==> config.mk <==
export PLATFORM = sky130hd
export DESIGN_NAME = fdc_sd_arbiter
export DESIGN_NICKNAME = d
export VERILOG_FILES = /design/src/rtl/fdc_sd_arbiter.sv
export SDC_FILE = /design/constraint.sdc
export NUM_CORES = 1
export LEC_CHECK = 0
export ABC_AREA = 1
export BUFFER_PORTS_ARGS = -buffer_cell sky130_fd_sc_hd__clkbuf_2
export CAP_MARGIN = 40
export CELL_PAD_IN_SITES_DETAIL_PLACEMENT = 0
export CELL_PAD_IN_SITES_GLOBAL_PLACEMENT = 1
export CORE_UTILIZATION = 27
export DETAILED_ROUTE_END_ITERATION = 10
export PLACE_DENSITY = 0.88
export SLEW_MARGIN = 25
export SYNTH_ARGS = -nofsm -noshare
export SYNTH_HDL_FRONTEND = slang
export SYNTH_SLANG_ARGS = --single-unit
export TNS_END_PERCENT = 5
==> constraint.sdc <==
create_clock -name CLK -period 2.8 [get_ports CLK]
set_input_delay 0.28 -clock CLK [delete_from_list [all_inputs] [get_ports CLK]]
set_output_delay 0.28 -clock CLK [all_outputs]
set_load 0.02 [all_outputs]
==> src/rtl/fdc_sd_arbiter.sv <==
// Round-robin arbiter: four wd1793 drive SD block requests share one host SD block port.
// Optional host-ack watchdog: define FDC_SD_TIMEOUT_EN.
module fdc_sd_arbiter #(
    parameter int          NUM_REQ        = 4,
    parameter logic [23:0] TIMEOUT_CYCLES = 24'd5000000
) (
    input  logic        CLK,
    input  logic        RESET_N,
    input  logic [31:0] req_lba [4],
    input  logic [3:0]  req_rd,
    input  logic [3:0]  req_wr,
    output logic [3:0]  req_ack,
    input  logic [7:0]  req_buff_din [4],
    output logic [3:0]  req_buff_wr,
    output logic [31:0] host_lba,
    output logic [1:0]  host_drive,
    output logic        host_rd,
    output logic        host_wr,
    input  logic        host_ack,
    input  logic        host_buff_wr,
    output logic [7:0]  host_buff_din,
    output logic        busy,
    output logic        timeout_err
);

    typedef enum logic [1:0] {
        ST_IDLE = 2'd0,
        ST_REQ  = 2'd1,
        ST_XFER = 2'd2,
        ST_DONE = 2'd3
    } state_t;

    state_t      state_r;
    logic [1:0]  grant_r;
    logic [1:0]  last_grant_r;
    logic [31:0] host_lba_r;
    logic        host_rd_r;
    logic        host_wr_r;
    logic        busy_r;

    logic [3:0]  pending_s;
    logic [1:0]  next_s;
    logic        found_s;
    logic        active_s;

    assign pending_s = req_rd | req_wr;
    assign active_s  = (state_r == ST_REQ) || (state_r == ST_XFER);

    // Round-robin search starting one past the last served drive.
    always_comb begin
        logic [1:0] idx_v;
        next_s  = 2'd0;
        found_s = 1'b0;
        idx_v   = 2'd0;
        for (int i = 1; i <= NUM_REQ; i++) begin
            idx_v = last_grant_r + i[1:0];
            if (pending_s[idx_v] && !found_s) begin
                next_s  = idx_v;
                found_s = 1'b1;
            end else begin
                next_s  = next_s;
            end
        end
    end

`ifdef FDC_SD_TIMEOUT_EN
    logic [23:0] wd_cnt_r;
    logic        timeout_err_r;
`endif

    // Arbitration FSM with registered host-side outputs.
    always_ff @(negedge CLK or negedge RESET_N) begin
        if (!RESET_N) begin
            state_r      <= ST_IDLE;
            grant_r      <= 2'd0;
            last_grant_r <= 2'd3;
            host_lba_r   <= 32'd0;
            host_rd_r    <= 1'b0;
            host_wr_r    <= 1'b0;
            busy_r       <= 1'b0;
`ifdef FDC_SD_TIMEOUT_EN
            wd_cnt_r      <= 24'd0;
            timeout_err_r <= 1'b0;
`endif
        end else begin
`ifdef FDC_SD_TIMEOUT_EN
            timeout_err_r <= 1'b0;
`endif
            case (state_r)
                ST_IDLE: begin
                    if (found_s) begin
                        grant_r    <= next_s;
                        host_lba_r <= req_lba[next_s];
                        // Read takes precedence when both strobes are up.
                        host_rd_r  <= req_rd[next_s];
                        host_wr_r  <= ~req_rd[next_s];
                        busy_r     <= 1'b1;
                        state_r    <= ST_REQ;
`ifdef FDC_SD_TIMEOUT_EN
                        wd_cnt_r   <= 24'd0;
`endif
                    end
                end
                ST_REQ: begin
                    if (host_ack) begin
                        host_rd_r <= 1'b0;
                        host_wr_r <= 1'b0;
                        state_r   <= ST_XFER;
                    end
`ifdef FDC_SD_TIMEOUT_EN
                    else if (wd_cnt_r == (TIMEOUT_CYCLES - 24'd1)) begin
                        host_rd_r     <= 1'b0;
                        host_wr_r     <= 1'b0;
                        timeout_err_r <= 1'b1;
                        state_r       <= ST_DONE;
                    end else begin
                        wd_cnt_r <= wd_cnt_r + 24'd1;
                    end
`endif
                end
                ST_XFER: begin
                    if (!host_ack) begin
                        state_r <= ST_DONE;
                    end
                end
                ST_DONE: begin
                    last_grant_r <= grant_r;
                    busy_r       <= 1'b0;
                    state_r      <= ST_IDLE;
                end
                default: begin
                    state_r <= ST_IDLE;
                end
            endcase
        end
    end

    // Ack and buffer strobe reach only the granted drive, and only mid-transfer.
    always_comb begin
        req_ack     = 4'b0000;
        req_buff_wr = 4'b0000;
        for (int n = 0; n < NUM_REQ; n++) begin
            if (active_s && (grant_r == n[1:0])) begin
                req_ack[n]     = host_ack;
                req_buff_wr[n] = host_buff_wr;
            end else begin
                req_ack[n]     = 1'b0;
                req_buff_wr[n] = 1'b0;
            end
        end
    end

    // Buffer data from the granted drive, zero when idle.
    always_comb begin
        if (busy_r) begin
            host_buff_din = req_buff_din[grant_r];
        end else begin
            host_buff_din = 8'h00;
        end
    end

    assign host_lba   = host_lba_r;
    assign host_drive = grant_r;
    assign host_rd    = host_rd_r;
    assign host_wr    = host_wr_r;
    assign busy       = busy_r;

`ifdef FDC_SD_TIMEOUT_EN
    assign timeout_err = timeout_err_r;
`else
    assign timeout_err = 1'b0;
`endif

endmodule

==> results of run 1 <==
-- registers in the layout, indices dropped and copies added (netlist names) --
register	count
state_r	2
host_drive	2
last_grant_r	2
host_rd	1
busy	1
host_wr	1
host_lba	32
-- cell type report --
cell class | instances | area (um^2)
clock buffer | 7 | 164
clock inverter | 3 | 37.5
fill | 1340 | 6800
inverter | 53 | 229
multi-input combinational | 480 | 2460
sequential | 41 | 1030
tap | 172 | 215
timing repair buffer | 275 | 1740
-- metal layers --
layer  part of all wire  vias to the layer above  GRT usage  wire length (um)
met4              0.010                        0     0.0427               136
met3              0.066                       10     0.0358               868
met5                  0                        -          0                 0
li1                   -                     2404          -                 -
met1               0.43                     2002      0.235              5640
met2               0.49                      163      0.353              6500
-- synthesized netlist by cell type --
library cell | n | share of area
inv_1 | 48 | 0.051
a22oi_1 | 8 | 0.017
nand2_2 | 3 | 0.0053
buf_2 | 11 | 0.016
buf_6 | 5 | 0.016
nor2_4 | 2 | 0.0064
nand3_1 | 94 | 0.13
nand4_1 | 3 | 0.0053
clkbuf_1 | 11 | 0.012
o21ai_0 | 6 | 0.0085
o211ai_1 | 1 | 0.0021
nand3_2 | 3 | 0.0085
nor2_1 | 9 | 0.0096
nand3_4 | 1 | 0.0050
dfrtn_1 | 39 | 0.28
conb_1 | 1 | 0.0011
dfstp_2 | 2 | 0.015
o21ai_1 | 1 | 0.0014
nand3b_1 | 2 | 0.0042
a31oi_1 | 8 | 0.014
clkinv_1 | 1 | 0.0011
nor3_1 | 8 | 0.011
inv_4 | 1 | 0.0018
buf_4 | 5 | 0.011
a21oi_1 | 1 | 0.0014
ha_1 | 5 | 0.018
inv_2 | 4 | 0.0042
nand2_1 | 323 | 0.34
nor2_2 | 1 | 0.0018
-- kinds of logic after synthesis --
group | share of synthesized area
other | 0.00106
flip-flops | 0.291
adder cells (fa/ha/maj) | 0.0177
AND/OR/NAND/NOR | 0.534
buffers and inverters | 0.112
AO/OA/AOI/OAI | 0.0446
-- how the worst min path moves through the flow --
stage	start	end	slack (ps)
2_1_floorplan	last_grant_r[1]	last_grant_r[1]	540
3_3_place_gp	host_lba[27]	host_lba[27]	430
3_5_place_dp	host_lba[27]	host_lba[27]	430
4_1_cts	host_lba[24]	host_lba[24]	430
5_1_grt	host_lba[1]	host_lba[1]	450
6_report	host_lba[24]	host_lba[24]	430
-- power breakdown --
part | switching, mW | total (mW) | internal (mW) | leakage, nW
Sequential | 0.210 | 1.15 | 0.938 | 0.503
Clock | 0.250 | 0.754 | 0.503 | 0.106
Combinational | 3.79 | 6.31 | 2.52 | 2.83
-- worst max-delay path: stages, from the launching register on --
cell and delay [ps]:
dfrtn_1 470, inv_2 50, nor2_2 150, buf_6 140
inv_2 60, nor3_4 180, clkbuf_8 170
-- what timing repair did --
| action | in CTS | in global routing |
|---|---|---|
| endpoints found under the setup margin | 54 | 54 |
| hold endpoints to repair | 0 | 0 |
| gates resized for setup | 47 | 44 |
| buffers inserted | 1 | 0 |
| pin swaps | 6 | 8 |
==> impl_metrics.json, run 1 <==
{
  "status": "finished, violations left",
  "violations": "setup timing",
  "r2r_setup_slack_ps": 500,
  "cts_tree": "done",
  "num_vias": 4579,
  "drt_iter0_drc": 126,
  "skew_ps": 49.6,
  "nNetsFinal": 1035,
  "timing.max_cap.violations": 0,
  "track_usage": 0.194,
  "drtPass1Iterations": 4,
  "pin_count": 226,
  "worst_pin_slew_ps": 504,
  "hold_viol_final": 0,
  "syn_area_per_cell_um2": 5.82,
  "crit-reg2reg-launch": "last_grant_r[0]",
  "end_kind": "output port",
  "postLayoutCoreUtil": 0.464,
  "whs_path_depth": 2,
  "avgRoutedWirePerCell_um": 12.7,
  "startpoint": "host_drive[0]",
  "drc": 0,
  "yosysUniqueCellTypes": 29,
  "dp_slack_ps": -569,
  "globalRoute.totalOverflow": 0,
  "powerDensity_nw_per_um2": 1400,
  "layout_setup_ws_ps": -408,
  "hold_ws_ps": 427,
  "placed_cells": 1021,
  "placed_cell_area_um2": 5370,
  "die-area_um2": 13500,
  "routed_wl_mm": 13.1,
  "cts_made_buffers": 5,
  "final_common_cell": "nand2_1",
  "peakVddDrop_v": 0.000481,
  "area_delta_synth_final_pct": 66.3,
  "core-area_um2": 12700,
  "num_antenna_cells": 0,
  "setup_viol": 53,
  "rows": 41,
  "layout-drive-gt1-share": 0.423,
  "start_util": 0.279,
  "ys_warn_count": 0,
  "path_clk_slew_ps": 50,
  "clock-root-buffer": "clkbuf_16",
  "design_area_um2": 5870,
  "critical_path_class": "flip-flop to output port",
  "drv_slew": 0,
  "clock_latency_ps": 350,
  "total_power_mw": 8.21,
  "crit_fanout": 4,
  "worstPathRequired_ps": 2520,
  "htreeDepth": 2,
  "syn_nets": 784,
  "syn-cell-area_um2": 3530,
  "arrival_ps": 2930,
  "ys_seq_area_frac": 0.291,
  "chipWidth_um": 116,
  "rr_endpoint": "host_lba[26]",
  "grt_setup_unrepaired": "yes",
  "final_cell_mix": "309 x nand2_1, 205 x clkbuf_2, 83 x nand3_1",
  "gp_congestion": 0.879,
  "maxSlewHeadroom": 0.664,
  "vias_per_cell": 4.44,
  "dp_hpwl_mm": 10.4,
  "cts.sinks": 41,
  "cts.path.max_buffers": 2,
  "grt_pass1_wl_mm": 20.4,
  "die_h_um": 116,
  "power.leakage_nw": 3.44,
  "final_cells": 1031,
  "grt_max_degree": 33,
  "hp-class": "flip-flop to flip-flop",
  "startpoint_type": "flip-flop",
  "endpoint": "req_ack[1]",
  "synth_cells": 607,
  "antenna_found_initial": 0,
  "grt_pass1_vias": 4271,
  "drtAntennaViolNets": 0,
  "port_buffers": 224,
  "r2r.worst_path.cells": 14,
  "fin_tns_setup_ps": -10980,
  "ys_ff_latch": 41,
  "postCtsHoldBufs": 0
}
No activity file was read; power rests on OpenSTA's default activity.
==> inputs of run 2 (changes only) <==
- BUFFER_PORTS_ARGS: -buffer_cell sky130_fd_sc_hd__clkbuf_2 -> -buffer_cell sky130_fd_sc_hd__buf_2
==> impl_metrics.json, run 2 (synthesized netlist as in run 1, its figures left out) <==
{
  "peakVddDrop_v": 0.000568,
  "hp-class": "flip-flop to flip-flop",
  "arrival_ps": 2970,
  "avgRoutedWirePerCell_um": 12.7,
  "pin_count": 226,
  "num_antenna_cells": 0,
  "globalRoute.totalOverflow": 0,
  "gp_congestion": 0.940,
  "area_delta_synth_final_pct": 67.7,
  "fin_tns_setup_ps": -10580,
  "power_frac_comb": 0.777,
  "path_buf_inv": 2,
  "drtAntennaViolNets": 0,
  "end_kind": "output port",
  "min_from": "host_lba[22]",
  "die_h_um": 116,
  "num_vias": 4633,
  "worstPathRequired_ps": 2520,
  "htreeDepth": 2,
  "postCtsHoldBufs": 0,
  "power.switching_mw": 4.33,
  "clock-root-buffer": "clkbuf_16",
  "powerDensity_nw_per_um2": 1430,
  "multiInputGateArea_um2": 2510,
  "cts.path.max_buffers": 2,
  "startpoint": "host_drive[1]",
  "cp_top_family": "flip-flops",
  "startpoint_type": "flip-flop",
  "grt_setup_unrepaired": "yes",
  "rows": 41,
  "drc": 0,
  "final_cell_mix": "302 x nand2_1, 208 x buf_2, 82 x nand3_1",
  "regArea_um2": 1030,
  "crit_chain": "buf_6 -> nand3_1 -> a31oi_2 -> buf_2",
  "status": "finished, violations left",
  "layout_setup_ws_ps": -448,
  "cts_tree": "done",
  "r2r_setup_slack_ps": 510,
  "timing.max_cap.violations": 0,
  "grt_pass1_wl_mm": 20.4,
  "final_common_cell": "nand2_1",
  "layout-drive-gt1-share": 0.436,
  "clkPwrFrac": 0.089,
  "setup_viol": 54,
  "placed_cells": 1020,
  "path_clk_slew_ps": 50,
  "drtPass1Iterations": 4,
  "start_util": 0.279,
  "power.leakage_nw": 3.42,
  "dp_hpwl_mm": 10.4,
  "design_area_um2": 5920,
  "crit-reg2reg-launch": "last_grant_r[0]",
  "seqPwrFrac": 0.134,
  "r2r.worst_path.cells": 15,
  "max_stage_delay_ps": 540,
  "grt_max_degree": 33,
  "hold_viol_final": 0,
  "rr_endpoint": "host_lba[31]",
  "chipWidth_um": 116,
  "grt_pass1_vias": 4407,
  "hold_end": "host_lba[22]",
  "drt_iter0_drc": 164,
  "drv_slew": 0,
  "critical_path_class": "flip-flop to output port",
  "p_int_mw": 4.13,
  "crit_fanout": 8,
  "violations": "setup timing",
  "whs_path_depth": 2,
  "cts_made_buffers": 5,
  "die-area_um2": 13500,
  "cts.sinks": 41,
  "clock_latency_ps": 350,
  "antenna_found_initial": 0,
  "switching_share": 0.512,
  "placed_cell_area_um2": 5380,
  "routed_wl_mm": 13.1,
  "track_usage": 0.192,
  "final_cells": 1033,
  "skew_ps": 46.4,
  "largest_register_ffs": 32,
  "vias_per_cell": 4.48,
  "nNetsFinal": 1037,
  "cp_slowest_cell": "dfrtn_1",
  "core-area_um2": 12700,
  "fillers": 1350,
  "port_buffers": 224
}
-- run 2: cell types whose count changed in the layout (fill, tap and decap cells not counted), sizes merged --
cell,change
buf,+216
bufinv,+1
clkbuf,-216
clkinv,+1
-- run 2: metal layers --
metal	vias to the layer above	global-route usage	share of wire
met5	-	0	0
met4	0	0.0316	0.0065
met3	6	0.0410	0.070
met2	164	0.355	0.49
met1	2054	0.229	0.43
li1	2409	-	-
-- run 2: power by group through the flow --
stage          sequential (mW)  combinational, mW  clock, mW
2_1_floorplan             1.41               3.76    0.00671
3_3_place_gp              1.13               6.00    0.00671
3_5_place_dp              1.13               6.04    0.00671
4_1_cts                   1.13               6.35      0.773
5_1_grt                   1.18               7.36      0.796
6_report                  1.14               6.57      0.752
-- run 2: worst reg2reg max path, delay by kind of cell (launching register included) --
family	cells	cell delay (ps)
and+or+nand+nor	12	1050
DFF	1	650
buffers and inverters	3	410
-- run 2: worst max path at each step --
stage                       endpoint  slack (ps)  cells after the start
floorplan               host_lba[15]        -210                     14
global placement        host_lba[29]        -570                     15
detailed placement      host_lba[14]        -590                     14
CTS                       req_ack[3]        -410                      4
global route        host_buff_din[2]        -500                      4
finish              host_buff_din[2]        -450                      4
-- run 2: what timing repair did --
item / CTS / global route
buffers inserted: 1 / 2
pin swaps: 2 / 6
gates resized for setup: 47 / 48
endpoints found under the setup margin: 54 / 57
gates cloned: 0 / 1
-- run 2: final cells by class --
type,instances,share of cell area
multi-input combinational,480,0.423
timing repair buffer,277,0.294
sequential,41,0.174
inverter,53,0.0395
tap,172,0.0363
clock buffer,5,0.0211
clock inverter,5,0.0122
-- run 2: stage by stage --
step | utilization | hold WS, ps | total power, mW | setup WS (ps)
after CTS | 0.454 | 424 | 8.25 | -410
after global routing | 0.468 | 459 | 9.33 | -502
final | 0.468 | 423 | 8.46 | -448
after detailed placement | 0.425 | 420 | 7.17 | -590
after global placement | 0.425 | 421 | 7.14 | -566
after floorplan | - | 540 | 5.17 | -209
